===== src/rtl/operand_loader.sv =====
// Byte-stream operand loader for the 32-bit adder: assembles numberA then numberB (little-endian),
// plus carry-in when `OPERAND_CI_EN is defined, and presents the complete set with a valid/ready handshake.
module operand_loader #(
  parameter int TIMEOUT_CYCLES = 0
) (
  input  logic        clk,
  input  logic        reset,
  input  logic [7:0]  in_data,
  input  logic        in_valid,
  output logic        in_ready,
  output logic [31:0] numberA,
  output logic [31:0] numberB,
  output logic        ci,
  output logic        op_valid,
  input  logic        op_ready,
  output logic        timeout_err
);

  typedef enum logic [1:0] {
    COLLECT_A  = 2'd0,
    COLLECT_B  = 2'd1,
    COLLECT_CI = 2'd2,
    PRESENT    = 2'd3
  } state_t;

  localparam int CW = (TIMEOUT_CYCLES > 0) ? $clog2(TIMEOUT_CYCLES + 1) : 1;

  state_t      r_state, w_state_nxt;
  logic [1:0]  r_idx, w_idx_nxt;
  logic [31:0] r_sh_a, r_sh_b, w_sh_a_nxt, w_sh_b_nxt;
  logic [31:0] r_num_a, r_num_b;
  logic        w_accept, w_running, w_abort, w_load;

  assign in_ready = (r_state != PRESENT);
  assign op_valid = (r_state == PRESENT);
  assign w_accept = in_valid && in_ready;
  assign numberA  = r_num_a;
  assign numberB  = r_num_b;

  // A set counts as "started" once any byte of it has been accepted.
  assign w_running = (r_state == COLLECT_B) || (r_state == COLLECT_CI) ||
                     ((r_state == COLLECT_A) && (r_idx != 2'd0));

`ifdef OPERAND_CI_EN
  logic r_sh_ci, w_sh_ci_nxt, r_ci;
  assign ci = r_ci;
`else
  assign ci = 1'b0;
`endif

  always_comb begin
    w_state_nxt = r_state;
    w_idx_nxt   = r_idx;
    w_sh_a_nxt  = r_sh_a;
    w_sh_b_nxt  = r_sh_b;
`ifdef OPERAND_CI_EN
    w_sh_ci_nxt = r_sh_ci;
`endif
    case (r_state)
      COLLECT_A: begin
        if (w_accept) begin
          w_sh_a_nxt[{r_idx, 3'b000} +: 8] = in_data;
          w_idx_nxt = r_idx + 2'd1;
          if (r_idx == 2'd3) w_state_nxt = COLLECT_B;
        end
      end
      COLLECT_B: begin
        if (w_accept) begin
          w_sh_b_nxt[{r_idx, 3'b000} +: 8] = in_data;
          w_idx_nxt = r_idx + 2'd1;
`ifdef OPERAND_CI_EN
          if (r_idx == 2'd3) w_state_nxt = COLLECT_CI;
`else
          if (r_idx == 2'd3) w_state_nxt = PRESENT;
`endif
        end
      end
      COLLECT_CI: begin
`ifdef OPERAND_CI_EN
        if (w_accept) begin
          w_sh_ci_nxt = in_data[0];
          w_state_nxt = PRESENT;
        end
`else
        w_state_nxt = COLLECT_A;
`endif
      end
      PRESENT: begin
        if (op_ready) w_state_nxt = COLLECT_A;
      end
    endcase
    // Abort drops the partial set; presented outputs are untouched.
    if (w_abort) begin
      w_state_nxt = COLLECT_A;
      w_idx_nxt   = 2'd0;
      w_sh_a_nxt  = '0;
      w_sh_b_nxt  = '0;
`ifdef OPERAND_CI_EN
      w_sh_ci_nxt = 1'b0;
`endif
    end
  end

  assign w_load = (r_state != PRESENT) && (w_state_nxt == PRESENT);

  always_ff @(posedge clk) begin
    if (reset) begin
      r_state <= COLLECT_A;
      r_idx   <= 2'd0;
      r_sh_a  <= '0;
      r_sh_b  <= '0;
      r_num_a <= '0;
      r_num_b <= '0;
    end else begin
      r_state <= w_state_nxt;
      r_idx   <= w_idx_nxt;
      r_sh_a  <= w_sh_a_nxt;
      r_sh_b  <= w_sh_b_nxt;
      // Load from the next-shadow values so the final byte lands on the same edge.
      if (w_load) begin
        r_num_a <= w_sh_a_nxt;
        r_num_b <= w_sh_b_nxt;
      end
    end
  end

`ifdef OPERAND_CI_EN
  always_ff @(posedge clk) begin
    if (reset) begin
      r_sh_ci <= 1'b0;
      r_ci    <= 1'b0;
    end else begin
      r_sh_ci <= w_sh_ci_nxt;
      if (w_load) r_ci <= w_sh_ci_nxt;
    end
  end
`endif

  generate
    if (TIMEOUT_CYCLES > 0) begin : g_to
      logic [CW-1:0] r_to_cnt;
      logic          r_to_err;

      // An accept on what would be the limit cycle wins: abort requires no accept.
      assign w_abort     = w_running && !w_accept && (r_to_cnt == CW'(TIMEOUT_CYCLES - 1));
      assign timeout_err = r_to_err;

      always_ff @(posedge clk) begin
        if (reset) begin
          r_to_cnt <= '0;
          r_to_err <= 1'b0;
        end else begin
          r_to_err <= w_abort;
          if (!w_running || w_accept || w_abort) r_to_cnt <= '0;
          else                                   r_to_cnt <= r_to_cnt + CW'(1);
        end
      end
    end else begin : g_no_to
      assign w_abort     = 1'b0;
      assign timeout_err = 1'b0;
    end
  endgenerate

endmodule


===== config.mk =====
export PLATFORM = sky130hd
export DESIGN_NAME = operand_loader
export DESIGN_NICKNAME = d
export VERILOG_FILES = /design/src/rtl/operand_loader.sv
export SDC_FILE = /design/constraint.sdc
export NUM_CORES = 1
export LEC_CHECK = 0
export ABC_CLOCK_PERIOD_IN_PS = 1900
export BUFFER_PORTS_ARGS = -buffer_cell sky130_fd_sc_hd__buf_2
export CAP_MARGIN = 10
export CORE_MARGIN = 4
export CORE_UTILIZATION = 51
export CTS_CLUSTER_SIZE = 25
export DETAILED_ROUTE_END_ITERATION = 10
export GPL_ROUTABILITY_DRIVEN = 0
export PLACE_DENSITY = 0.86
export SETUP_SLACK_MARGIN = 0.1
export SYNTH_ARGS = -nofsm -noshare
export SYNTH_HDL_FRONTEND = slang
export SYNTH_SLANG_ARGS = --single-unit

===== constraint.sdc =====
create_clock -name clk -period 1.9 [get_ports clk]
set_input_delay 0.095 -clock clk [delete_from_list [all_inputs] [get_ports clk]]
set_output_delay 0.095 -clock clk [all_outputs]
set_load 0.01 [all_outputs]

Word-level counts from Yosys, hierarchy flattened --
Cells that the tools add are included.
Storage, ports and cells: register bits 132, output and inout port bits 68, word-level logic and storage cells 33
Operators by class: add/sub/neg operators 2, eq/ne operators 6, shift operators 2, mux-type cells 12, reductions and logical operators 5
Operator list (count):
- 32-bit 2-to-1 mux | 4
- 32-bit bitwise mux | 2
- 8-bit by 7-bit variable shift with 32-bit output, first input constant | 1
- 8-bit by 7-bit variable part select with 32-bit output | 1
- 2-bit 2-to-1 mux | 5
- 2-bit equality test, second input constant | 4
- 2-bit one-hot mux with 4 select lines | 1
- 5-bit negation with 7-bit output | 1
- 2-bit by 1-bit adder with 2-bit output, second input constant | 1
- 2-bit by 1-bit equality test with 1-bit output, second input constant | 1
- 1-bit logical AND | 2
- 2-bit zero test | 1
- 2-bit != test, second input constant | 1
- 2-bit AND reduction | 1
- 2-bit OR reduction | 1

Logic depth before layout (Yosys ltp) --
Gate-level depths: netlist of the first run.
word-level depth 6, gate-level depth with buffers 9, depth with buffers taken out 5

Worst setup path after synthesis of the first run --
No wires, ideal clock.
path type reg2reg, start register r_idx[0], end register r_num_a[0] (netlist: numberA[0]), setup time 0.086 ns, data arrival time 1.881 ns, required time 1.814 ns, path slack -0.067 ns, stages on the path, launching flop included 7, clock period less this slack 1.967 ns, cell sequence dfxtp_1 clkbuf_2 inv_1 ha_1 nor4_4 a32oi_1 a211oi_1
On the way: longest elaborated chain between the ends 6, elaborated cells between the ends (all ways) 14, those cells by class add/sub: 1; eq/ne: 2; shift: 2; mux: 8; reduce/logical: 1
RTL lines:
- start: declaration | line 29 | logic [1:0] r_idx, w_idx_nxt;
- start signal: assignment | line 116 | r_idx <= w_idx_nxt;
- parallel branches: the longest is 6 deep, another holds 5-bit negation with 7-bit output
- end signal: assignment | line 121 | r_num_a <= w_sh_a_nxt;
- end: declaration | line 31 | logic [31:0] r_num_a, r_num_b;
Several ways; the timed one is not identified. A chain may end at the register's enable or synchronous reset.

Worst setup path after layout of the first run --
start register r_idx[0], end register r_num_a[3] (netlist: numberA[3])
Same word-level chain as after synthesis.

==> metrics.yaml, run 1 <==
outcome:
  status: "finished clean"
route:
  remaining_drc_errors: 0
  postRouteAntennaNets: 0
  drt_iter0_markers: 428
  avgRoutedWirePerCell_um: 17.6
  vias_per_cell: 5.96
  first_pass_iters: 5
  vias: 4726
  wirelength_um: 14000
timing:
  rsz0062_at_grt: "true"
  holdWs_ns: 0.148
  clock_skew_ns: 0.00916
  min_period_ns: 1.82
  hold_viol: 0
  relSlewSlack_pct: 63.8
  finalSetupViolations: 0
  worst_pin_slew_ns: 0.543
  max_freq_ghz: 0.550
  tns_ns: 0
  slew_viol_final: 0
  fin_crit_sh_pct: 95.6
final_layout:
  finalNetCount: 665
  postLayoutCoreUtil_pct: 65.7
  areaGrowthSynthToFinish_pct: 24.9
  n_fill_cell: 748
  antenna_cells: 0
  instances_no_fill: 793
  drive_above_1_share_pct: 26.1
  regArea_um2: 2650
  multi_input_area_um2: 2300
yosys:
  yosysTopAreaCell: "dfxtp_1"
  synthTopCellsByArea: "dfxtp_1 51%, a21oi_1 7.0%, nand3_1 7.0%"
  synth_edf_count: 0
  synth_top_area_share_pct: 51.2
  syn_area_um2: 5170
  yosysUniqueCellTypes: 34
  netlist_instances: 574
  ys_warn_count: 0
  ys_seq_elements: 132
  syn_area_per_cell_um2: 9.00
  ys_seq_area_share_pct: 51.2
  synth_ff_type: "dfxtp_1"
  synth_async_sr_flop_share_pct: 0
run:
  cap_violations: 0
global_route:
  grt_pass1_vias: 4509
  grt_use_total_pct: 24.0
  antenna_found_initial: 0
  gr-total-overflow: 0
  grt_pass1_wl_um: 22200
  grt_start_max_net_pins: 133
die:
  core.rowCount: 36
  core_um2: 9820
  dieArea_um2: 11800
  dieHeight_um: 109
  die_w_um: 109
  initial_core_util_pct: 52.6
  io_pins: 80
setup_path:
  setup.worst_path.class: "register to register"
  crit_buf_inv: 2
  start_kind: "register"
  max_stage_delay_ns: 0.35
  cp.required_ns: 2.31
  crit_fanout: 46
  end_kind: "register"
  worst_path_max_delay_cell: "and4b_2"
  critical-path-top-delay-family: "buffers and inverters"
  critPathArrivalTime_ns: 2.23
  path_cells: "buf_4 -> ha_1 -> and4b_2 -> buf_12 -> nor2_1 -> a211oi_1"
placed_design:
  port_buffers: 77
  dp_hpwl_um: 8380
  dp_cells: 751
power_and_ir_drop:
  p_leak_nw: 2.36
  power_w: 0.00644
  irDropWorstVdd_mv: 0.513
  p_per_area_nw_per_um2: 998
cts:
  clockBufferDepth: 2
  clock_latency_ns: 0.52
  cts_root_buf: "clkbuf_8"
  clock_sinks: 132
  cts_tree: "yes"
  cts_buffers: 17
  htreeDepth: 4
  clk_pin_slew_worst_paths_ns: 0.06
worst_hold_path:
  hold_class: "input port to register"
## worst min-delay path, cell delays in order
cell	delay (ns)
buf_4	0.12
buf_12	0.23
nor2_1	0.14
## cell families after synthesis
| kind of cell | synth area share (%) |
|---|---|
| AOI/OAI and AO/OA | 16.3 |
| xor gates and xnor gates | 0.170 |
| adders and majority gates | 1.45 |
| buffers and inverters | 7.00 |
| DFF | 51.2 |
| muxes | 0.194 |
| other | 0.0726 |
| and+or+nand+nor | 23.7 |
## routing by layer
metal	share of wire [%]	up-vias	GRT usage [%]
met2	48	234	38.7
met1	40	2262	29.2
met3	7.2	49	6.39
met4	3.9	0	13.0
li1	-	2181	-
met5	0	-	0
## sequential cells by signal (all words and copies together) (netlist names)
name     count
r_state      2
r_sh_b      32
numberB     32
numberA     32
r_sh_a      32
r_idx        2
## final timing paths
path | from | endpoint | slack (ns) | depth (start not counted)
max | r_idx[0] | numberA[3] | 0.08 | 6
min | reset | r_sh_b[4] | 0.15 | 3
max reg2reg | r_idx[0] | numberA[3] | 0.08 | 6
min reg2reg | numberA[18] | numberA[18] | 0.45 | 2
## area by class of cell
class	count	area share (%)
Sequential cell	132	41.0
Clock buffer	19	6.53
Timing Repair Buffer	114	11.7
Tap cell	133	2.58
Multi-Input combinational cell	379	35.6
Clock inverter	13	2.48
Inverter	3	0.174
## cell usage in the layout (no fill, tap or decap), types with 11 or more instances in the layout
master       n
dfxtp_1    130
buf_2       76
nand2_1     75
nand3_1     72
a21oi_1     72
nor2_1      59
buf_4       25
a311oi_1    24
clkbuf_16   17
a211oi_1    16
a32oi_2     11
## per-stage QoR
stage	instance area (µm²)	setup WS, ns
CTS	6400	0.109
global placement	5700	0.131
floorplan	5270	0.119
detailed placement	5700	-0.0420
finish	6450	0.0829
global route	6450	0.0186
## power breakdown
group | internal [W] | switching (W) | total (W)
Sequential | 0.00278 | 0.0000105 | 0.00280
Clock | 0.00199 | 0.00121 | 0.00320
Combinational | 0.000156 | 0.000293 | 0.000448
## synthesized netlist by cell type, drive strengths merged (2+ instances only)
library cell,instances
dfxtp,132
a211oi,16
clkbuf,26
nand4b,5
nand4bb,4
nand3,72
inv,3
a21oi,72
and4bb,3
a32oi,14
a311oi,24
and4b,4
nor3b,8
nand2,75
buf,35
nor2b,3
nor2,59
a22oi,2
ha,6
## repair_timing
item	4_1_cts	5_1_grt
hold buffers	8	0
endpoints found under the setup margin	30	47
pin swaps	0	1
gates cloned	0	1
resized for setup	6	4
hold endpoints to repair	16	0
buffers inserted	0	1
No activity file was read; power rests on OpenSTA's default activity.
==> run 2, diff against run 1 <==
- BUFFER_PORTS_ARGS: -buffer_cell sky130_fd_sc_hd__buf_2 -> default
- CORE_UTILIZATION: 51 -> 56
- DONT_BUFFER_PORTS: default -> 1
- PLACE_DENSITY: 0.86 -> 0.84
==> run 2 against run 1 <==
The run now ends with negative hold slack left. Design area is 6.7% lower. Fmax fell by 1.4%. Global-route usage is 0.37 points lower. Clock skew fell by 0.0017 ns. First-iteration DRC count increased by 0.47%. Non-clock buffer count is 84 lower. Sequential power hardly changed.
==> metrics.yaml, run 2 (same netlist as run 1, synthesis figures left out) <==
cts:
  cts_root_buf: "clkbuf_8"
  clk_pin_slew_worst_paths_ns: 0.06  # about the same
  cts_buffers: 17  # unchanged
  htreeDepth: 4  # unchanged
  ctsHoldBuffers: 3  # -5
  clock_latency_ns: 0.53  # about the same
  cts_tree: "yes"
  clock_sinks: 132  # unchanged
  clockBufferDepth: 2  # unchanged
timing:
  worst_slack_ns: 0.0569  # -0.0260 ns
  hold_viol: 129  # +129
  fin_crit_sh_pct: 97.0  # +1.4 points
  slew_viol_final: 0  # unchanged
  rsz0062_at_grt: "true"
  max_freq_ghz: 0.543  # -1.4%
  holdWs_ns: -0.356  # -0.504 ns
  clock_skew_ns: 0.00749  # -0.00168 ns
  finalSetupViolations: 0  # unchanged
  min_period_ns: 1.84  # +0.0260 ns
worst_hold_path:
  min_to: "numberB[19]"
  hold_class: "input port to register"
  holdPathStages: 1  # -2
  min-delay-start: "reset"
route:
  vias_per_cell: 6.51  # +9.2%
  first_pass_iters: 5  # unchanged
  avgRoutedWirePerCell_um: 20.2  # +15%
  drt_iter0_markers: 430  # +0.47%
  remaining_drc_errors: 0  # unchanged
  postRouteAntennaNets: 0  # unchanged
  wirelength_um: 13800  # -1.2%
  vias: 4446  # -5.9%
placed_design:
  place_ws_ns: -0.0280  # +0.0140 ns
  dp_hpwl_um: 7990  # -4.6%
  port_buffers: 0  # -100%
setup_path:
  setup.worst_path.class: "register to register"
  reg2reg_slack_ns: 0.06  # -0.03 ns
  end_kind: "register"
  crit_fanout: 31  # -33%
  r2r-start: "r_idx[0]"
  start_kind: "register"
  critPathArrivalTime_ns: 2.26  # +0.03 ns
  r2r_end: "numberA[4]"
  cp.required_ns: 2.32  # about the same
  reg2reg_depth: 6  # unchanged
outcome:
  status: "finished with violations"
  violations: "negative hold slack"
global_route:
  grt_pass1_wl_um: 20700  # -6.7%
  grt_pass1_vias: 4185  # -7.2%
  grt_use_total_pct: 23.6  # -0.37 points
  grt_start_max_net_pins: 133  # unchanged
  antenna_found_initial: 0  # unchanged
  gr-total-overflow: 0  # unchanged
final_layout:
  areaGrowthSynthToFinish_pct: 16.6
  final_common_cell: "dfxtp_1"
  finalNetCount: 581  # -13%
  drive_above_1_share_pct: 16.2  # -9.9 points
  antenna_cells: 0  # unchanged
  layout_common_cells: "129 x dfxtp_1, 75 x nand2_1, 72 x nand3_1, 72 x a21oi_1, 59 x nor2_1"
run:
  cap_violations: 0  # unchanged
die:
  dieArea_um2: 10800  # -8.3%
  io_pins: 80  # unchanged
  die_w_um: 104  # -4.2%
  core.rowCount: 34  # -5.6%
  initial_core_util_pct: 58.4  # +5.8 points
  dieHeight_um: 104  # -4.2%
  core_um2: 8850  # -9.9%
power_and_ir_drop:
  irDropWorstVdd_mv: 0.628  # +22%
  p_leak_nw: 1.96  # -17%
  p_per_area_nw_per_um2: 1110  # +11%
==> run 2: critical path, stage by stage, from the launching register on <==
cell and delay [ns]:
dfxtp_2 0.34, buf_4 0.20, ha_2 0.24, and4b_4 0.38
buf_16 0.21, nor2_1 0.07, a211oi_1 0.28
==> run 2: cell type report <==
| cell class | count | area [µm²] |
|---|---|---|
| Fill cell | 633 | 2820 |
| Sequential cell | 132 | 2650 |
| Multi-Input combinational cell | 379 | 2300 |
| Clock buffer | 19 | 432 |
| Timing Repair Buffer | 30 | 300 |
| Clock inverter | 12 | 204 |
| Tap cell | 108 | 135 |
| Inverter | 3 | 11.3 |
==> run 2: per-layer routing <==
layer / track usage, % / part of all wire [%] / up-vias
met5: 0 / 0 / -
met3: 8.32 / 8.5 / 41
met4: 9.59 / 2.2 / 0
met2: 39.4 / 50 / 215
met1: 27.7 / 39 / 2166
li1: - / - / 2024
==> run 2: through the flow <==
step                cells  setup TNS (ns)  instance area, µm²  total power [W]  util, %
floorplan             575               0                5270          0.00315        -
global placement      646               0                5250          0.00315     59.4
detailed placement    646         -0.0280                5250          0.00316     59.4
CTS                   680               0                5920          0.00664     66.9
global route          683               0                6020          0.00685     68.1
finish                683               0                6020          0.00668     68.1
==> run 2: power breakdown <==
| part | leakage [nW] | internal, W | switching (W) | total (W) |
|---|---|---|---|---|
| registers | 1.06 | 0.00278 | 0.00000962 | 0.00279 |
| clock network | 0.301 | 0.00230 | 0.00123 | 0.00352 |
| logic | 0.591 | 0.000135 | 0.000228 | 0.000363 |
| total | 1.96 | 0.00522 | 0.00146 | 0.00668 |
==> run 2: repair_timing <==
item / 4_1_cts / 5_1_grt
pin swaps: 0 / 1
endpoints found under the hold margin: 132 / 129
resized for setup: 2 / 10
endpoints found under the setup margin: 17 / 67
gates cloned: 0 / 2
buffers inserted: 0 / 1
==> run 2: worst max-delay path by stage <==
stage / startpoint / to / slack [ns] / cells after the start
global placement: r_idx[1] / numberA[0] / 0.12 / 6
floorplan: r_idx[0] / numberB[5] / 0.12 / 6
finish: r_idx[0] / numberA[4] / 0.06 / 6
global route: r_idx[1] / numberA[4] / 0.02 / 6
detailed placement: r_idx[1] / numberA[0] / -0.03 / 6
CTS: r_idx[0] / numberA[15] / 0.11 / 5
